--- src/rtl/sprite_mover_if.sv ---
// sprite_mover_if
//   Bundles the keycode-side inputs and sprite-side outputs of sprite_mover.
//   master : keycode source / consumer of sprite state (drives en, keycode)
//   slave  : sprite_mover itself (drives PosX, PosY, Size, Dir, moving, hit_wall)
//   en       movement enable; 0 freezes all mover state
//   keycode  current USB keycode (0x00 = no key)
//   PosX/Y   sprite centre coordinates, W bits
//   Size     sprite half-extent, constant
//   Dir      0 NONE, 1 LEFT, 2 RIGHT, 3 UP, 4 DOWN
//   moving   Dir != NONE
//   hit_wall one-tick pulse on a boundary event
interface sprite_mover_if #(
  parameter int W = 10
);
  logic         en;
  logic [7:0]   keycode;
  logic [W-1:0] PosX;
  logic [W-1:0] PosY;
  logic [W-1:0] Size;
  logic [2:0]   Dir;
  logic         moving;
  logic         hit_wall;

  modport master (
    output en, keycode,
    input  PosX, PosY, Size, Dir, moving, hit_wall
  );

  modport slave (
    input  en, keycode,
    output PosX, PosY, Size, Dir, moving, hit_wall
  );
endinterface

--- src/rtl/sprite_mover.sv ---
// sprite_mover
//   Keyboard-driven sprite position engine. Once every DIV enabled frame_clk
//   edges (a "tick") the keycode is decoded into a direction and the sprite
//   centre moves STEP pixels along that direction. The centre is kept inside
//   [MIN+SIZE, MAX-SIZE] on each axis; leaving that range is a wall event
//   handled by WALL_MODE (0 stop, 1 bounce, 2 wrap) and flagged on hit_wall.
// Ports
//   frame_clk  one rising edge per video frame
//   Reset      asynchronous, active-low
//   bus        sprite_mover_if slave modport (en, keycode in; PosX, PosY,
//              Size, Dir, moving, hit_wall out, all registered except Size)
module sprite_mover #(
  parameter int W         = 10,
  parameter int X_CENTER  = 320,
  parameter int Y_CENTER  = 240,
  parameter int X_MIN     = 0,
  parameter int X_MAX     = 639,
  parameter int Y_MIN     = 0,
  parameter int Y_MAX     = 479,
  parameter int SIZE      = 4,
  parameter int STEP      = 1,
  parameter int WALL_MODE = 0,
  parameter int DIV       = 1
) (
  input logic           frame_clk,
  input logic           Reset,
  sprite_mover_if.slave bus
);

  typedef enum logic [2:0] {
    DIR_NONE  = 3'd0,
    DIR_LEFT  = 3'd1,
    DIR_RIGHT = 3'd2,
    DIR_UP    = 3'd3,
    DIR_DOWN  = 3'd4
  } dir_e;

  localparam int CW = (DIV > 1) ? $clog2(DIV) : 1;
  localparam logic [CW-1:0] CNT_LAST = CW'(DIV - 1);

  // Two extra bits so a step below zero stays negative instead of wrapping.
  localparam logic signed [W+1:0] X_LO   = (W+2)'(X_MIN + SIZE);
  localparam logic signed [W+1:0] X_HI   = (W+2)'(X_MAX - SIZE);
  localparam logic signed [W+1:0] Y_LO   = (W+2)'(Y_MIN + SIZE);
  localparam logic signed [W+1:0] Y_HI   = (W+2)'(Y_MAX - SIZE);
  localparam logic signed [W+1:0] STEP_S = (W+2)'(STEP);

  logic [CW-1:0]      cnt_q, cnt_d;
  logic [W-1:0]       pos_x_q, pos_x_d;
  logic [W-1:0]       pos_y_q, pos_y_d;
  dir_e               dir_q, dir_d;
  logic               moving_q, moving_d;
  logic               hit_q, hit_d;

  logic               tick;
  dir_e               dir_new;
  logic signed [W+1:0] cand_x, cand_y;

  always_comb begin
    cnt_d   = cnt_q;
    pos_x_d = pos_x_q;
    pos_y_d = pos_y_q;
    dir_d   = dir_q;
    hit_d   = 1'b0;
    dir_new = dir_q;
    cand_x  = $signed({2'b00, pos_x_q});
    cand_y  = $signed({2'b00, pos_y_q});
    tick    = bus.en && (cnt_q == CNT_LAST);

    if (bus.en) begin
      cnt_d = tick ? '0 : cnt_q + CW'(1);
    end

    if (tick) begin
      // Unrecognised keys keep the current direction; stray encodings act as NONE.
      dir_new = (dir_q > DIR_DOWN) ? DIR_NONE : dir_q;
      case (bus.keycode)
        8'h04:   dir_new = DIR_LEFT;
        8'h07:   dir_new = DIR_RIGHT;
        8'h1A:   dir_new = DIR_UP;
        8'h16:   dir_new = DIR_DOWN;
        8'h29:   dir_new = DIR_NONE;
        default: ;
      endcase

      // The freshly decoded direction moves the sprite on this same tick.
      case (dir_new)
        DIR_LEFT:  cand_x = cand_x - STEP_S;
        DIR_RIGHT: cand_x = cand_x + STEP_S;
        DIR_UP:    cand_y = cand_y - STEP_S;
        DIR_DOWN:  cand_y = cand_y + STEP_S;
        default:   ;
      endcase

      dir_d = dir_new;

      if (cand_x < X_LO) begin
        hit_d = 1'b1;
        case (WALL_MODE)
          1:       begin pos_x_d = X_LO[W-1:0]; dir_d = DIR_RIGHT; end
          2:       pos_x_d = X_HI[W-1:0];
          default: begin pos_x_d = X_LO[W-1:0]; dir_d = DIR_NONE; end
        endcase
      end else if (cand_x > X_HI) begin
        hit_d = 1'b1;
        case (WALL_MODE)
          1:       begin pos_x_d = X_HI[W-1:0]; dir_d = DIR_LEFT; end
          2:       pos_x_d = X_LO[W-1:0];
          default: begin pos_x_d = X_HI[W-1:0]; dir_d = DIR_NONE; end
        endcase
      end else begin
        pos_x_d = cand_x[W-1:0];
      end

      if (cand_y < Y_LO) begin
        hit_d = 1'b1;
        case (WALL_MODE)
          1:       begin pos_y_d = Y_LO[W-1:0]; dir_d = DIR_DOWN; end
          2:       pos_y_d = Y_HI[W-1:0];
          default: begin pos_y_d = Y_LO[W-1:0]; dir_d = DIR_NONE; end
        endcase
      end else if (cand_y > Y_HI) begin
        hit_d = 1'b1;
        case (WALL_MODE)
          1:       begin pos_y_d = Y_HI[W-1:0]; dir_d = DIR_UP; end
          2:       pos_y_d = Y_LO[W-1:0];
          default: begin pos_y_d = Y_HI[W-1:0]; dir_d = DIR_NONE; end
        endcase
      end else begin
        pos_y_d = cand_y[W-1:0];
      end
    end

    moving_d = (dir_d != DIR_NONE);
  end

  always_ff @(posedge frame_clk or negedge Reset) begin
    if (!Reset) begin
      cnt_q    <= '0;
      pos_x_q  <= W'(X_CENTER);
      pos_y_q  <= W'(Y_CENTER);
      dir_q    <= DIR_NONE;
      moving_q <= 1'b0;
      hit_q    <= 1'b0;
    end else begin
      cnt_q    <= cnt_d;
      pos_x_q  <= pos_x_d;
      pos_y_q  <= pos_y_d;
      dir_q    <= dir_d;
      moving_q <= moving_d;
      hit_q    <= hit_d;
    end
  end

  assign bus.PosX     = pos_x_q;
  assign bus.PosY     = pos_y_q;
  assign bus.Size     = W'(SIZE);
  assign bus.Dir      = dir_q;
  assign bus.moving   = moving_q;
  assign bus.hit_wall = hit_q;

endmodule

--- src/flat_wrapper.sv ---
// flat-port wrapper written by rule: the top's interface ports become plain ports
module sprite_mover_flat 
#(
  parameter int W         = 10,
  parameter int X_CENTER  = 320,
  parameter int Y_CENTER  = 240,
  parameter int X_MIN     = 0,
  parameter int X_MAX     = 639,
  parameter int Y_MIN     = 0,
  parameter int Y_MAX     = 479,
  parameter int SIZE      = 4,
  parameter int STEP      = 1,
  parameter int WALL_MODE = 0,
  parameter int DIV       = 1
)
  (frame_clk, Reset, bus_en, bus_keycode, bus_PosX, bus_PosY, bus_Size, bus_Dir, bus_moving, bus_hit_wall);
  sprite_mover_if #(.W(W)) bus_i ();
  input logic frame_clk;
  input logic Reset;
  input wire logic [$bits(bus_i.en)-1:0] bus_en;
  input wire logic [$bits(bus_i.keycode)-1:0] bus_keycode;
  output wire logic [$bits(bus_i.PosX)-1:0] bus_PosX;
  output wire logic [$bits(bus_i.PosY)-1:0] bus_PosY;
  output wire logic [$bits(bus_i.Size)-1:0] bus_Size;
  output wire logic [$bits(bus_i.Dir)-1:0] bus_Dir;
  output wire logic [$bits(bus_i.moving)-1:0] bus_moving;
  output wire logic [$bits(bus_i.hit_wall)-1:0] bus_hit_wall;
  assign bus_i.en = bus_en;
  assign bus_i.keycode = bus_keycode;
  assign bus_PosX = bus_i.PosX;
  assign bus_PosY = bus_i.PosY;
  assign bus_Size = bus_i.Size;
  assign bus_Dir = bus_i.Dir;
  assign bus_moving = bus_i.moving;
  assign bus_hit_wall = bus_i.hit_wall;
  sprite_mover #(.W(W), .X_CENTER(X_CENTER), .Y_CENTER(Y_CENTER), .X_MIN(X_MIN), .X_MAX(X_MAX), .Y_MIN(Y_MIN), .Y_MAX(Y_MAX), .SIZE(SIZE), .STEP(STEP), .WALL_MODE(WALL_MODE), .DIV(DIV)) u_core (.frame_clk(frame_clk), .Reset(Reset), .bus(bus_i));
endmodule
--- config.mk ---
export PLATFORM = sky130hd
export DESIGN_NAME = sprite_mover_flat
export DESIGN_NICKNAME = d
export VERILOG_FILES = /design/src/rtl/sprite_mover_if.sv /design/src/rtl/sprite_mover.sv /design/src/flat_wrapper.sv
export SDC_FILE = /design/constraint.sdc
export NUM_CORES = 1
export LEC_CHECK = 0
export CORE_MARGIN = 2
export CORE_UTILIZATION = 40
export DETAILED_ROUTE_END_ITERATION = 10
export PLACE_DENSITY = 0.64
export SYNTH_ARGS = -nofsm -noshare
export SYNTH_HDL_FRONTEND = slang
export SYNTH_SLANG_ARGS = --single-unit
--- constraint.sdc ---
create_clock -name frame_clk -period 9.4 [get_ports frame_clk]
set_clock_uncertainty 0.05 [all_clocks]
set_input_delay 1.88 -clock frame_clk [delete_from_list [all_inputs] [get_ports frame_clk]]
set_output_delay 1.88 -clock frame_clk [all_outputs]
set_load 0.05 [all_outputs]
== After elaboration in Yosys (flattened, before gate mapping) ==
Cells that the tools add are included.
W data, S select, Z words.

* Flip-flop bits (word level): 26

* Equal/unequal tests: 9
* Bitwise operators: 1
* Magnitude comparators: 5
* Multiplexer cells: 22
* $add $sub $neg: 5
* Reductions and logical operators: 2

{| class="wikitable"
|+ Operators by type and width
! cell !! number
|-
| $pmux W12 S2 || 2
|-
| $mux W10 || 4
|-
| $lt A12 B4 Y1 const B || 2
|-
| $mux W12 || 2
|-
| $add A10 B1 Y11 const B || 2
|-
| $sub A10 B1 Y11 const B || 2
|-
| $mux W3 || 7
|-
| $eq A8 B3 Y1 const B || 2
|-
| $eq A8 B5 Y1 const B || 2
|-
| $pmux W3 S5 || 1
|-
| $gt A12 B10 Y1 const B || 1
|-
| $gt A12 B11 Y1 const B || 1
|-
| $eq A8 B6 Y1 const B || 1
|-
| $eq A3 B2 Y1 const B || 2
|-
| $mux W1 || 6
|-
| $eq A3 B1 Y1 const B || 1
|-
| $eq A3 B3 Y1 const B || 1
|-
| $gt A3 B3 Y1 const B || 1
|-
| $reduce_bool A3 Y1 || 1
|-
| $add A1 B1 Y1 const B || 1
|-
| $logic_and A1 B1 Y1 || 1
|-
| $not A1 Y1 || 1
|}

== Longest topological paths before layout ==
* Depth after elaboration: 14
* Gate-level depth with buffers: 13
* Depth with buffers taken out: 12

== Worst setup path before layout ==
No wires, ideal clock.

* Path kind: input to register
* Start point: input port bus_keycode[4]
* End point: register u_core.pos_x_q[2], in the netlist u_core.bus.PosX[2]
* Library setup time: 0.125 ns
* Stages on the path: 12
* Arrival time: 4.816 ns
* Required time: 9.225 ns
* Buffers on the path: 2
* Slack: 4.409 ns
* Path through: buf_6 or4b_4 or2_1 buf_6 a41o_1 and3_4 o21a_1 or2_1 or4_4 a21oi_2 o21bai_1 mux2_2

* Word-level cells in the longest chain between the ends: 9

{| class="wikitable"
|+ Ends and longest elaborated chain
! element !! RTL line !! text
|-
| start, declared || flat_wrapper.sv:21 || <nowiki>input wire logic [$bits(bus_i.keycode)-1:0] bus_keycode;</nowiki>
|-
| $eq A8 B6 Y1, or another cell as far along || sprite_mover.sv:77 || <nowiki>case (bus.keycode)</nowiki>
|-
| $pmux W3 S5 * || sprite_mover.sv:77 ||
|-
| $mux W3 * || sprite_mover.sv:74 || <nowiki>if (tick) begin</nowiki>
|-
| $eq A3 B2 Y1 / $eq A3 B1 Y1 (equally long branches) || sprite_mover.sv:87 || <nowiki>case (dir_new)</nowiki>
|-
| $pmux W12 S2 * || sprite_mover.sv:87 ||
|-
| $mux W12 * || sprite_mover.sv:74 ||
|-
| $gt A12 B11 Y1 || sprite_mover.sv:104 || <nowiki>end else if (cand_x > X_HI) begin</nowiki>
|-
| $mux W10 || sprite_mover.sv:104 ||
|-
| $mux W10 * || sprite_mover.sv:97 || <nowiki>if (cand_x < X_LO) begin</nowiki>
|-
| end signal, assigned || sprite_mover.sv:140 || <nowiki>pos_x_q <= W'(X_CENTER);</nowiki>
|-
| end signal, assigned || sprite_mover.sv:147 || <nowiki>pos_x_q <= pos_x_d;</nowiki>
|-
| end, declared || sprite_mover.sv:49 || <nowiki>logic [W-1:0] pos_x_q, pos_x_d;</nowiki>
|}

Every way passes the cells marked *; elsewhere a longest branch is shown, timed or not. The select of a mux whose other input is x is not followed.
A chain may end at the register's enable or synchronous reset.

== Worst setup path after layout ==
* Start point: input port bus_keycode[4]
* End point: register u_core.dir_q[0], in the netlist u_core.bus.Dir[0]

* Word-level cells in the longest chain between the ends: 12

{| class="wikitable"
|+ Ends and longest elaborated chain
! element !! RTL line !! text
|-
| $eq A8 B6 Y1, or another cell as far along || sprite_mover.sv:77 ||
|-
| $pmux W3 S5 * || sprite_mover.sv:77 ||
|-
| $mux W3 * || sprite_mover.sv:74 ||
|-
| $eq A3 B2 Y1 / $eq A3 B1 Y1 (equally long branches) || sprite_mover.sv:87 ||
|-
| $pmux W12 S2 || sprite_mover.sv:87 ||
|-
| $mux W12 || sprite_mover.sv:74 ||
|-
| $gt A12 B11 Y1 || sprite_mover.sv:104 ||
|-
| $mux W3 || sprite_mover.sv:104 ||
|-
| $mux W3 || sprite_mover.sv:97 ||
|-
| $mux W3 || sprite_mover.sv:122 || <nowiki>end else if (cand_y > Y_HI) begin</nowiki>
|-
| $mux W3 * || sprite_mover.sv:115 || <nowiki>if (cand_y < Y_LO) begin</nowiki>
|-
| $mux W3 * || sprite_mover.sv:74 ||
|-
| net u_core.dir_d[0] || sprite_mover.sv:51 || <nowiki>dir_e dir_q, dir_d;</nowiki>
|-
| end signal, assigned || sprite_mover.sv:149 || <nowiki>dir_q <= dir_d;</nowiki>
|-
| end, declared || sprite_mover.sv:51 ||
|}

The timed path passes the listed nets; every way through them passes the cells marked *. The select of a mux whose other input is x is not followed.

==> impl_metrics.toml <==
[clock_network]
insertion_delay_ps = 290
root_buffer = "clkbuf_8"
clk_pin_slew_ps = 100
postCtsHoldBufs = 0
post_cts_buffers = 0
cts_tree = "yes"
ctsResizeCount = 0
clkSinkCount = 26
cts-buffers-inserted = 3
cts_buffer_depth = 2
ctsHtreeMaxLevel = 1

[sta]
finalSetupViolations = 0
hold_ws_ps = 472.4
rsz0062_at_grt = "no"
hold_viol = 0
timing.fmax_mhz = 168.0
slew_headroom_pct = 27.80
fin_crit_sh_pct = 63.31
tns_ps = 0
min_period_ps = 5951
worstMarginPinSlew_ps = 1069
slew_violations = 0

[yosys]
synth_top_area_share_pct = 17.68
ys_ff_latch = 26
synthArstFlopShare_pct = 100.0
syn_avg_cell_area_sq_um = 7.715
syn-cell-area_sq_um = 2831
yosys_warnings = 0
synth.distinct_cells = 82
synth_area_leaders = "dfrtp_1, dfstp_2, nand2_1"
yosys_most_used_dff = "dfrtp_1"
yosysMostFrequentCell = "nand2_1"
seq_area_frac_synth_pct = 23.24
synth_edf_count = 0
synth_area_leader_cell = "dfrtp_1"
synth_commonest_cells = "nand2_1, nor2_1, o21ai_0"
synthCells = 367

[final_layout]
nFillCells = 663
area_delta_synth_final_pct = 14.23
finish.net_count = 403
design_area_sq_um = 3234
instances_no_fill = 483
drive_gt1_share_pct = 8.786
insertedDiodeCount = 0

[floorplanning]
core_area_sq_um = 6832
die_x_microns = 88.14
die_area_sq_um = 7768
fp.dieH_microns = 88.14
rows = 30
boundaryPins = 46
initial_core_util_pct = 41.45

[grt]
grt_pass1_vias = 2744
grt_use_total_pct = 23.39
grt_pass1_wl_microns = 14260
grt_max_degree = 27
overflow = 0
antenna_found_initial = 0

[setup_path]
cp-start-kind = "input pin"
endpoint_kind = "flip-flop"
crit_fanout = 8
cp.required_ps = 9560
critPathKind = "in -> reg"
arrival_ps = 6110

[job]
max-cap-violations = 0

[route]
vias_per_cell = 6.389
drc = 0
drt_wl_total_microns = 8764
vias = 3086
post_drt_wl_per_cell_microns = 18.14
first_pass_iters = 6
drtIter0Drc = 443
postRouteAntennaNets = 0

[power_and_ir_drop]
p_per_area_nw_per_um2 = 332.0
comb_power_share_pct = 68.6
p_seq_share_pct = 24.2
ir_drop_uv = 162.7
clockPowerShare_pct = 7.2
swShare_pct = 56.05
internal-power_uw = 471.9
p_leak_uw = 0.001198
p_switching_uw = 602.0

[place]
portBuffers = 35
dpl.hpwl_microns = 6578
dpl-instance-area_sq_um = 3179
routabilityCongestion = 0.9185
dp.cells = 479

[outcome]
status = "finished clean"

[min_path]
min_path_type = "reg -> reg"
final timing paths:
kind	end	from	cells past startpoint	slack [ps]
max	u_core.bus.Dir[0]$_DFF_PN0_	bus_keycode[4]	11	3450
min	u_core.bus.PosY[6]$_DFFE_PN1P_	u_core.bus.PosY[6]$_DFFE_PN1P_	2	470
max reg2reg	u_core.bus.Dir[0]$_DFF_PN0_	u_core.bus.Dir[2]$_DFF_PN0_	10	5370
min reg2reg	u_core.bus.PosY[6]$_DFFE_PN1P_	u_core.bus.PosY[6]$_DFFE_PN1P_	2	470
max in group asynchronous	u_core.bus.PosX[8]$_DFFE_PN1P_	Reset	2	7080
min in group asynchronous	u_core.bus.moving$_DFF_PN0_	Reset	2	1910
cell families after synthesis:
group	count (synthesis)	synth area share, %
compound gates	111	29.96
fa+ha+maj	4	1.768
mux	3	1.149
flops	26	23.24
simple gates	174	34.47
buf+inv	43	7.910
xor+xnor	4	1.238
other cells	2	0.2652
sequential cells by signal, summed over array words and instances, names as in the netlist:
signal               flops
u_core.bus.PosX         10
u_core.bus.hit_wall      1
u_core.bus.PosY         10
u_core.bus.Dir           3
u_core.bus.moving        1
u_core.cnt_q             1
cells in the final DEF, fill, tap and decap left out, drive strengths merged, types with 5 or more instances in the layout:
master / n
nand2: 35
clkdlybuf4s50: 35
nor2: 25
o21ai: 25
nor3: 21
dfrtp: 20
nand3: 17
a21oi: 14
inv: 13
conb: 10
nor4: 9
and3: 9
or2: 8
nor4b: 7
nand4: 7
o211ai: 7
nor2b: 6
dfstp: 6
o21a: 5
or3: 5
or4: 5
through the flow:
stage          utilization (%)  total power, uW  setup WS, ps
2_1_floorplan                -            787.4          4409
4_1_cts                  47.34             1063          3527
5_1_grt                  47.34             1146          3148
6_report                 47.34             1074          3449
3_3_place_gp             46.54            977.5          3322
3_5_place_dp             46.54            982.0          3218
critical path, cell delays in order:
cell and delay [ps]:
clkdlybuf4s50_1 540, xor2_1 230, and3_1 270, o311ai_0 940, a21boi_0 600, o2111ai_1 250
nand2_1 150, a31oi_1 140, nor4_2 520, or4b_1 480, o211ai_1 110
power groups by stage:
stage / clock network [uW] / logic [uW] / registers, uW
6_report: 77.8 / 736 / 260
2_1_floorplan: 0 / 434 / 354
3_5_place_dp: 0 / 724 / 258
3_3_place_gp: 0 / 720 / 258
4_1_cts: 79.1 / 727 / 256
5_1_grt: 84.2 / 792 / 270
metal layers:
layer | GRT usage, % | vias up | wire length [microns]
met1 | 36.42 | 1475 | 4289
met5 | 0 | - | 0
met2 | 33.20 | 161 | 3579
met4 | 6.474 | 0 | 162
li1 | - | 1433 | -
met3 | 3.582 | 17 | 731
cell type report:
class | instances | area [sq um] | area share (%)
well taps | 96 | 120.1 | 3.714
repair buffers | 38 | 372.9 | 11.53
flip-flops and latches | 26 | 658.1 | 20.35
clock buffers | 4 | 55.05 | 1.702
inverters | 13 | 48.80 | 1.509
multi-input cells | 306 | 1979 | 61.20
(Power assumes the default switching activity.)
